File: src/rtl/fetch_sequencer_if.sv
// Instruction-memory and decode handshake bundle for the fetch sequencer.
interface fetch_sequencer_if #(
    parameter int unsigned ADDR_W = 32,
    parameter int unsigned INST_W = 32
);
    logic              imem_req;
    logic [ADDR_W-1:0] imem_addr;
    logic              imem_ack;
    logic [INST_W-1:0] imem_rdata;
    logic              inst_valid;
    logic              inst_ready;
    logic [INST_W-1:0] inst_out;
    logic [ADDR_W-1:0] inst_pc;

    modport master (
        output imem_req, imem_addr, inst_valid, inst_out, inst_pc,
        input  imem_ack, imem_rdata, inst_ready
    );

    modport slave (
        input  imem_req, imem_addr, inst_valid, inst_out, inst_pc,
        output imem_ack, imem_rdata, inst_ready
    );
endinterface

File: src/rtl/fetch_sequencer.sv
// IF-stage fetch controller: owns the PC, reads instruction memory with wait
// states, hands one instruction at a time to decode, handles redirects and timeout.
module fetch_sequencer #(
    parameter int unsigned       ADDR_W   = 32,
    parameter int unsigned       INST_W   = 32,
    parameter logic [ADDR_W-1:0] RESET_PC = '0,
    parameter int unsigned       PC_STEP  = 4,
    parameter int unsigned       MAX_WAIT = 15
) (
    input  logic              clk,
    input  logic              reset,
    input  logic              run,
    input  logic              redirect,
    input  logic [ADDR_W-1:0] redirect_pc,
    output logic              fetch_err,
    fetch_sequencer_if.master bus
);
    localparam int unsigned CNT_W = $clog2(MAX_WAIT + 1);

    typedef enum logic [1:0] {IDLE, FETCH, HOLD, ERROR} state_t;

    state_t            state, state_nxt;
    logic [ADDR_W-1:0] pc, pc_nxt;
    logic [CNT_W-1:0]  wait_cnt, wait_nxt;
    logic [INST_W-1:0] inst_q, inst_nxt;
    logic [ADDR_W-1:0] ipc_q, ipc_nxt;
    logic              err_nxt;
    logic              req_q, valid_q;

    assign bus.imem_addr  = pc;
    assign bus.imem_req   = req_q;
    assign bus.inst_valid = valid_q;
    assign bus.inst_out   = inst_q;
    assign bus.inst_pc    = ipc_q;

    // Next-state and datapath; a redirect outranks everything except ERROR.
    always_comb begin
        state_nxt = state;
        pc_nxt    = pc;
        wait_nxt  = wait_cnt;
        inst_nxt  = inst_q;
        ipc_nxt   = ipc_q;
        err_nxt   = fetch_err;
        if (state != ERROR && redirect) begin
            pc_nxt    = redirect_pc & ~ADDR_W'(3);
            wait_nxt  = '0;
            state_nxt = run ? FETCH : IDLE;
        end else begin
            case (state)
                IDLE: if (run) state_nxt = FETCH;
                FETCH: begin
                    if (bus.imem_ack) begin
                        inst_nxt  = bus.imem_rdata;
                        ipc_nxt   = pc;
                        pc_nxt    = pc + ADDR_W'(PC_STEP);
                        wait_nxt  = '0;
                        state_nxt = HOLD;
                    end else begin
                        wait_nxt = wait_cnt + CNT_W'(1);
                        if (wait_cnt == CNT_W'(MAX_WAIT - 1)) begin
                            state_nxt = ERROR;
                            err_nxt   = 1'b1;
                        end
                    end
                end
                HOLD: if (bus.inst_ready) state_nxt = run ? FETCH : IDLE;
                ERROR: state_nxt = ERROR;
            endcase
        end
    end

    // Request/valid are registered copies of the upcoming state decode.
    always_ff @(posedge clk or negedge reset) begin
        if (!reset) begin
            state     <= IDLE;
            pc        <= RESET_PC;
            wait_cnt  <= '0;
            inst_q    <= '0;
            ipc_q     <= '0;
            fetch_err <= 1'b0;
            req_q     <= 1'b0;
            valid_q   <= 1'b0;
        end else begin
            state     <= state_nxt;
            pc        <= pc_nxt;
            wait_cnt  <= wait_nxt;
            inst_q    <= inst_nxt;
            ipc_q     <= ipc_nxt;
            fetch_err <= err_nxt;
            req_q     <= (state_nxt == FETCH);
            valid_q   <= (state_nxt == HOLD);
        end
    end
endmodule

File: src/flat_wrapper.sv
// flat-port wrapper written by rule: the top's interface ports become plain ports
module fetch_sequencer_flat 
#(
    parameter int unsigned       ADDR_W   = 32,
    parameter int unsigned       INST_W   = 32,
    parameter logic [ADDR_W-1:0] RESET_PC = '0,
    parameter int unsigned       PC_STEP  = 4,
    parameter int unsigned       MAX_WAIT = 15
)
  (clk, reset, run, redirect, redirect_pc, fetch_err, bus_imem_req, bus_imem_addr, bus_inst_valid, bus_inst_out, bus_inst_pc, bus_imem_ack, bus_imem_rdata, bus_inst_ready);
  fetch_sequencer_if #(.ADDR_W(ADDR_W), .INST_W(INST_W)) bus_i ();
  input  logic clk;
  input  logic reset;
  input  logic run;
  input  logic redirect;
  input  logic [ADDR_W-1:0] redirect_pc;
  output logic fetch_err;
  output wire logic [$bits(bus_i.imem_req)-1:0] bus_imem_req;
  output wire logic [$bits(bus_i.imem_addr)-1:0] bus_imem_addr;
  output wire logic [$bits(bus_i.inst_valid)-1:0] bus_inst_valid;
  output wire logic [$bits(bus_i.inst_out)-1:0] bus_inst_out;
  output wire logic [$bits(bus_i.inst_pc)-1:0] bus_inst_pc;
  input wire logic [$bits(bus_i.imem_ack)-1:0] bus_imem_ack;
  input wire logic [$bits(bus_i.imem_rdata)-1:0] bus_imem_rdata;
  input wire logic [$bits(bus_i.inst_ready)-1:0] bus_inst_ready;
  assign bus_imem_req = bus_i.imem_req;
  assign bus_imem_addr = bus_i.imem_addr;
  assign bus_inst_valid = bus_i.inst_valid;
  assign bus_inst_out = bus_i.inst_out;
  assign bus_inst_pc = bus_i.inst_pc;
  assign bus_i.imem_ack = bus_imem_ack;
  assign bus_i.imem_rdata = bus_imem_rdata;
  assign bus_i.inst_ready = bus_inst_ready;
  fetch_sequencer #(.ADDR_W(ADDR_W), .INST_W(INST_W), .RESET_PC(RESET_PC), .PC_STEP(PC_STEP), .MAX_WAIT(MAX_WAIT)) u_core (.clk(clk), .reset(reset), .run(run), .redirect(redirect), .redirect_pc(redirect_pc), .fetch_err(fetch_err), .bus(bus_i));
endmodule
File: config.mk
export PLATFORM = sky130hd
export DESIGN_NAME = fetch_sequencer_flat
export DESIGN_NICKNAME = d
export VERILOG_FILES = /design/src/rtl/fetch_sequencer_if.sv /design/src/rtl/fetch_sequencer.sv /design/src/flat_wrapper.sv
export SDC_FILE = /design/constraint.sdc
export NUM_CORES = 1
export LEC_CHECK = 0
export BUFFER_PORTS_ARGS = -buffer_cell sky130_fd_sc_hd__buf_2
export CAP_MARGIN = 20
export CORE_MARGIN = 2
export CORE_UTILIZATION = 40
export CTS_BUF_LIST = sky130_fd_sc_hd__clkbuf_4
export DETAILED_ROUTE_END_ITERATION = 8
export PLACE_DENSITY = 0.66
export SKIP_LAST_GASP = 1
export SLEW_MARGIN = 20
export SYNTH_ARGS = -nofsm -noshare
export SYNTH_HDL_FRONTEND = slang
export SYNTH_SLANG_ARGS = --single-unit
export TNS_END_PERCENT = 10
File: constraint.sdc
create_clock -name clk -period 1.9 [get_ports clk]
set_input_delay 0.19 -clock clk [delete_from_list [all_inputs] [get_ports clk]]
set_output_delay 0.19 -clock clk [all_outputs]
set_load 0.02 [all_outputs]
Word-level counts from Yosys, hierarchy flattened --
Index checks and enable logic that the tools add are counted.
Operators by class: add/subtract/negate cells 2, multipliers 0, divide/modulo/power cells 0, magnitude comparators 0, equality and inequality tests 7, shift operators 0, multiplexer cells 13, bitwise operators 2, reduce and logical (&&, ||, !) cells 7
Operators by type and width (number):
- $mux 32 | 3
- $add 32x3->32 const B | 1
- $mux 4 | 3
- $mux 2 | 5
- $pmux 2 s4 | 1
- $eq 2x2->1 const B | 3
- $add 4x1->4 const B | 1
- $eq 2x1->1 const B | 2
- $eq 4x4->1 const B | 1
- $reduce_and 4->1 | 1
- $reduce_bool 2->1 | 2
- $reduce_and 3->1 | 1
- $logic_not 2->1 | 1
- $ne 2x2->1 const B | 1
- $not 1->1 | 2
- $reduce_and 2->1 | 1
- $logic_and 1x1->1 | 1
- $mux 1 | 1
Word-level totals: register bits 105, bits in latches 0, bits in writable memories 0, bits in read-only memories 0, input bits 70, logic and storage cells 39, memories 0

Depth between registers and ports, before layout --
word-level depth 6, gate-level depth with buffers 7, gate-level depth less buffers 6

Least setup slack after synthesis --
OpenSTA, ideal clock, no wires.
path type register to register, start register u_core.pc[2], in the netlist u_core.bus.imem_addr[2], end register u_core.pc[28], in the netlist u_core.bus.imem_addr[28], library setup time 0.126 ns, data arrival time 1.634 ns, required time 1.774 ns, setup slack 0.140 ns, stages on the path, launching flop included 7, path buffers 1, clock period less this slack 1.760 ns, path through dfrtp_1 ha_1 nand4_4 nor2_2 buf_4 a311oi_1 a311o_1
On the way: cells in the longest elaborated chain, start to end 4
Ends and longest elaborated chain:
- from (decl) | line fetch_sequencer.sv:23 | logic [ADDR_W-1:0] pc, pc_nxt;
- from (signal assigned) | line fetch_sequencer.sv:85 | pc <= pc_nxt;
- $add 32x3->32 | line fetch_sequencer.sv:55 | pc_nxt = pc + ADDR_W'(PC_STEP);
- $mux 32 | line fetch_sequencer.sv:52 | if (bus.imem_ack) begin
- $mux 32 | line fetch_sequencer.sv:49 | case (state)
- $mux 32 | line fetch_sequencer.sv:44 | if (state != ERROR && redirect) begin
Every way passes these cells. The select of a mux whose other input is x is not followed. A chain may end at the register's enable or synchronous reset.

Final worst setup path --
start register u_core.state[0], end register u_core.pc[13], in the netlist u_core.bus.imem_addr[13]
On the way: cells in the longest elaborated chain, start to end 4
Ends and longest elaborated chain:
- from (decl) | line fetch_sequencer.sv:22 | state_t state, state_nxt;
- from (signal assigned) | line fetch_sequencer.sv:84 | state <= state_nxt;
- $ne 2x2->1 | line fetch_sequencer.sv:44
- $logic_and 1x1->1 | line fetch_sequencer.sv:44
- $reduce_bool 2->1 (no source line)
- $reduce_and 2->1 (no source line)
Several ways; a longest one is shown, not always the timed one.

==> impl_metrics.toml <==
[global_routing]
antenna_found_initial = 0
grt_max_degree = 71
grt_pass1_wl_um = 22400
grtUsageTotal_pct = 21.7
grt_pass1_vias = 4585
grt_overflow_total = 0

[layout]
area_growth_pct = 37.2
antennaDiodeCount = 0
fillerInstances = 1096
fin_area_um2 = 6630
finalNetCount = 830
drive_gt1_share_pct = 29.6

[drt]
viasPerCell = 5.14
wl_um = 13800
firstDrtPassIters = 4
drt-wirelength-per-cell_um = 15.2
drtIter0Drc = 199
ant_nets = 0
route.detailed.drc = 0
vias = 4663

[clock_tree]
insertion_delay_ps = 470
cts_tree = "built"
root_buffer = "clkbuf_4"
cts_setup_buffers = 0
cts.path.max_buffers = 2
clk_pin_slew_ps = 160
htreeDepth = 3
clkSinkCount = 101
cts_buffers = 9

[synthesis]
synthDistinctLibCells = 63
synth_fa_ha_area_share_pct = 0.777
netlist_instances = 534
synth_top_area_share_pct = 52.3
synth_compound_area_share_pct = 11.2
avgSynthCellArea_um2 = 9.05
synth_area_leaders = "dfrtp_1 52%, nand2_1 17%, nand4_1 1.7%"
synthFlopType = "dfrtp_1"
ys_ff_latch = 101
synthMuxAreaShare_pct = 0.647
synth-edff-count = 0
yosysWarnings = 0
synthXorXnorAreaFrac_pct = 1.63
yosysMostFrequentCell = "nand2_1"
yosys.area.top_type = "dfrtp_1"
synth_seq_area_share_pct = 52.3
synthSimpleGateAreaFrac_pct = 28.9
netlist_area_um2 = 4830
synthTopCellsByCount = "219 x nand2_1, 101 x dfrtp_1, 18 x nor2_1, 16 x clkbuf_1, 16 x o21ai_0"
synth_top_family_by_area = "simple AND/OR/NAND/NOR gates"
synth_async_sr_flop_share_pct = 100

[setup_path]
critical_path_required_ps = 2270
cpLargestDelayFamily = "simple AND/OR/NAND/NOR gates"
reg2reg_to = "u_core.bus.imem_addr[13]"
reg2reg_depth = 4
crit_path_max_incr_delay_ps = 650
r2r_slack_ps = 140
cpMaxStageDelayCell = "dfrtp_1"
path_cells = "nand3b_4, nor4_4, nand4_1, a221oi_1"
cp-end-kind = "flop"
start_kind = "flop"
setup.worst_path.class = "reg -> reg"
critPathArrivalTime_ps = 2120
crit_fanout = 9
r2r_start = "u_core.state[0]"
critPathBufInv = 0

[sta]
final.setup.tns_ps = 0
holdWs_ps = 42.1
finalHoldViolCount = 0
setup_violations = 0
relSlewSlack_pct = 65.1
tightest_slew_ps = 519
min_period_over_period_pct = 92.5
min_period_ps = 1760
rsz0062_at_grt = "no"
skew_ps = 22.5
maxSlewViolCount = 0
max_freq_ghz = 0.569

[min_path]
hold_path.class = "in -> reg"
hold_depth = 3
hp-start = "redirect_pc[31]"
worstHoldEndpoint = "u_core.bus.imem_addr[31]"

[power]
worst_ir_drop_vdd_uv = 712
power_density_nw_per_um2 = 1470
p_leak_uw = 0.00341
finalPower_uw = 9750

[placed_design]
routabilityCongestion = 0.868
place_area_um2 = 5920
numPortBuffers = 162
dp_hpwl_um = 9160

[floorplan]
coreArea_um2 = 11900
num_rows = 40
io_pins = 169
die_height_um = 114
dieArea_um2 = 13000
die_x_um = 114
initial_core_util_pct = 40.6

[run]
maxCapViolations = 0

[outcome]
status = "finished clean"
-- registers in the layout, indices dropped and copies added, names as in the netlist --
register / cells
u_core.bus.imem_req: 1
u_core.bus.imem_addr: 30
u_core.state: 2
u_core.fetch_err: 1
u_core.bus.inst_valid: 1
u_core.wait_cnt: 4
u_core.bus.inst_pc: 30
u_core.bus.inst_out: 32
-- worst max path at each step --
stage,startpoint,end,slack [ps],cells past startpoint
floorplan,u_core.bus.imem_addr[2],u_core.bus.imem_addr[28],140,6
global placement,u_core.bus.imem_addr[2],u_core.bus.imem_addr[20],180,6
detailed placement,u_core.bus.imem_addr[2],u_core.bus.imem_addr[28],150,5
CTS,u_core.state[0],u_core.bus.imem_addr[13],130,4
global route,u_core.state[0],u_core.bus.imem_addr[13],6,4
finish,u_core.state[0],u_core.bus.imem_addr[13],140,4
-- worst register-to-register path, stage by stage (launching register included) --
cell,delay (ps)
dfrtp_1,650
nand3b_4,220
nor4_4,410
nand4_1,130
a221oi_1,260
-- placed cells by master, fill, tap and decap left out, types with 3 or more instances in the layout --
cell,instances
nand4_1,13
dfrtp_1,101
conb_1,4
nor3_1,8
and4_1,4
a311oi_1,6
o21ai_0,16
nand2_1,219
clkbuf_4,9
nor2_1,17
a22oi_1,8
ha_1,3
nor4_1,3
dlygate4sd3_1,58
a31o_2,4
buf_12,3
a31oi_1,4
and3_1,7
buf_4,25
inv_1,5
nand3b_1,3
o22ai_1,3
buf_2,161
nand3_1,7
xor2_1,3
a21oi_1,4
xnor2_1,6
-- cell type report --
class,instances,area (µm²),area share [%]
inverter,5,18.8,0.283
tap,147,184,2.77
sequential,101,2530,38.1
timing repair buffer,247,1630,24.6
clock inverter,6,55.1,0.830
multi-input combinational,393,2140,32.3
clock buffer,9,67.6,1.02
-- layer usage --
| metal | track usage (%) | vias to the layer above | wire, µm |
|---|---|---|---|
| li1 | - | 2259 | - |
| met1 | 28.4 | 2226 | 6020 |
| met3 | 3.61 | 35 | 590 |
| met4 | 10.6 | 0 | 422 |
| met5 | 0 | - | 0 |
| met2 | 35.1 | 143 | 6780 |
-- logic make-up (layout without fill, tap and decap cells) --
group,count (synthesis),after routing
AO/OA/AOI/OAI,72,72
buffers and inverters,43,267
AND/OR/NAND/NOR,302,302
adder cells (fa/ha/maj),3,3
multiplexers,3,3
other,1,4
flip-flops,101,101
XOR/XNOR,9,9
-- where the power goes --
part | leakage, µW | total, µW | internal, µW | switching, µW
Clock | 0.0000666 | 1090 | 382 | 708
Combinational | 0.00211 | 4760 | 1750 | 3010
Sequential | 0.00124 | 3900 | 3080 | 819
-- per-stage QoR --
step,std cells,utilization (%),setup slack (ps)
floorplan,537,-,140
global placement,835,49.7,180
detailed placement,835,49.7,146
CTS,908,55.6,127
global route,908,55.7,6.13
finish,908,55.7,143
-- what timing repair did --
| action | 4_1_cts | 5_1_grt |
|---|---|---|
| hold endpoints to repair | 87 | 0 |
| hold buffers | 58 | 0 |
| resized for setup | 0 | 1 |
| setup endpoints to repair | 0 | 1 |
No activity file was read; power rests on OpenSTA's default activity.
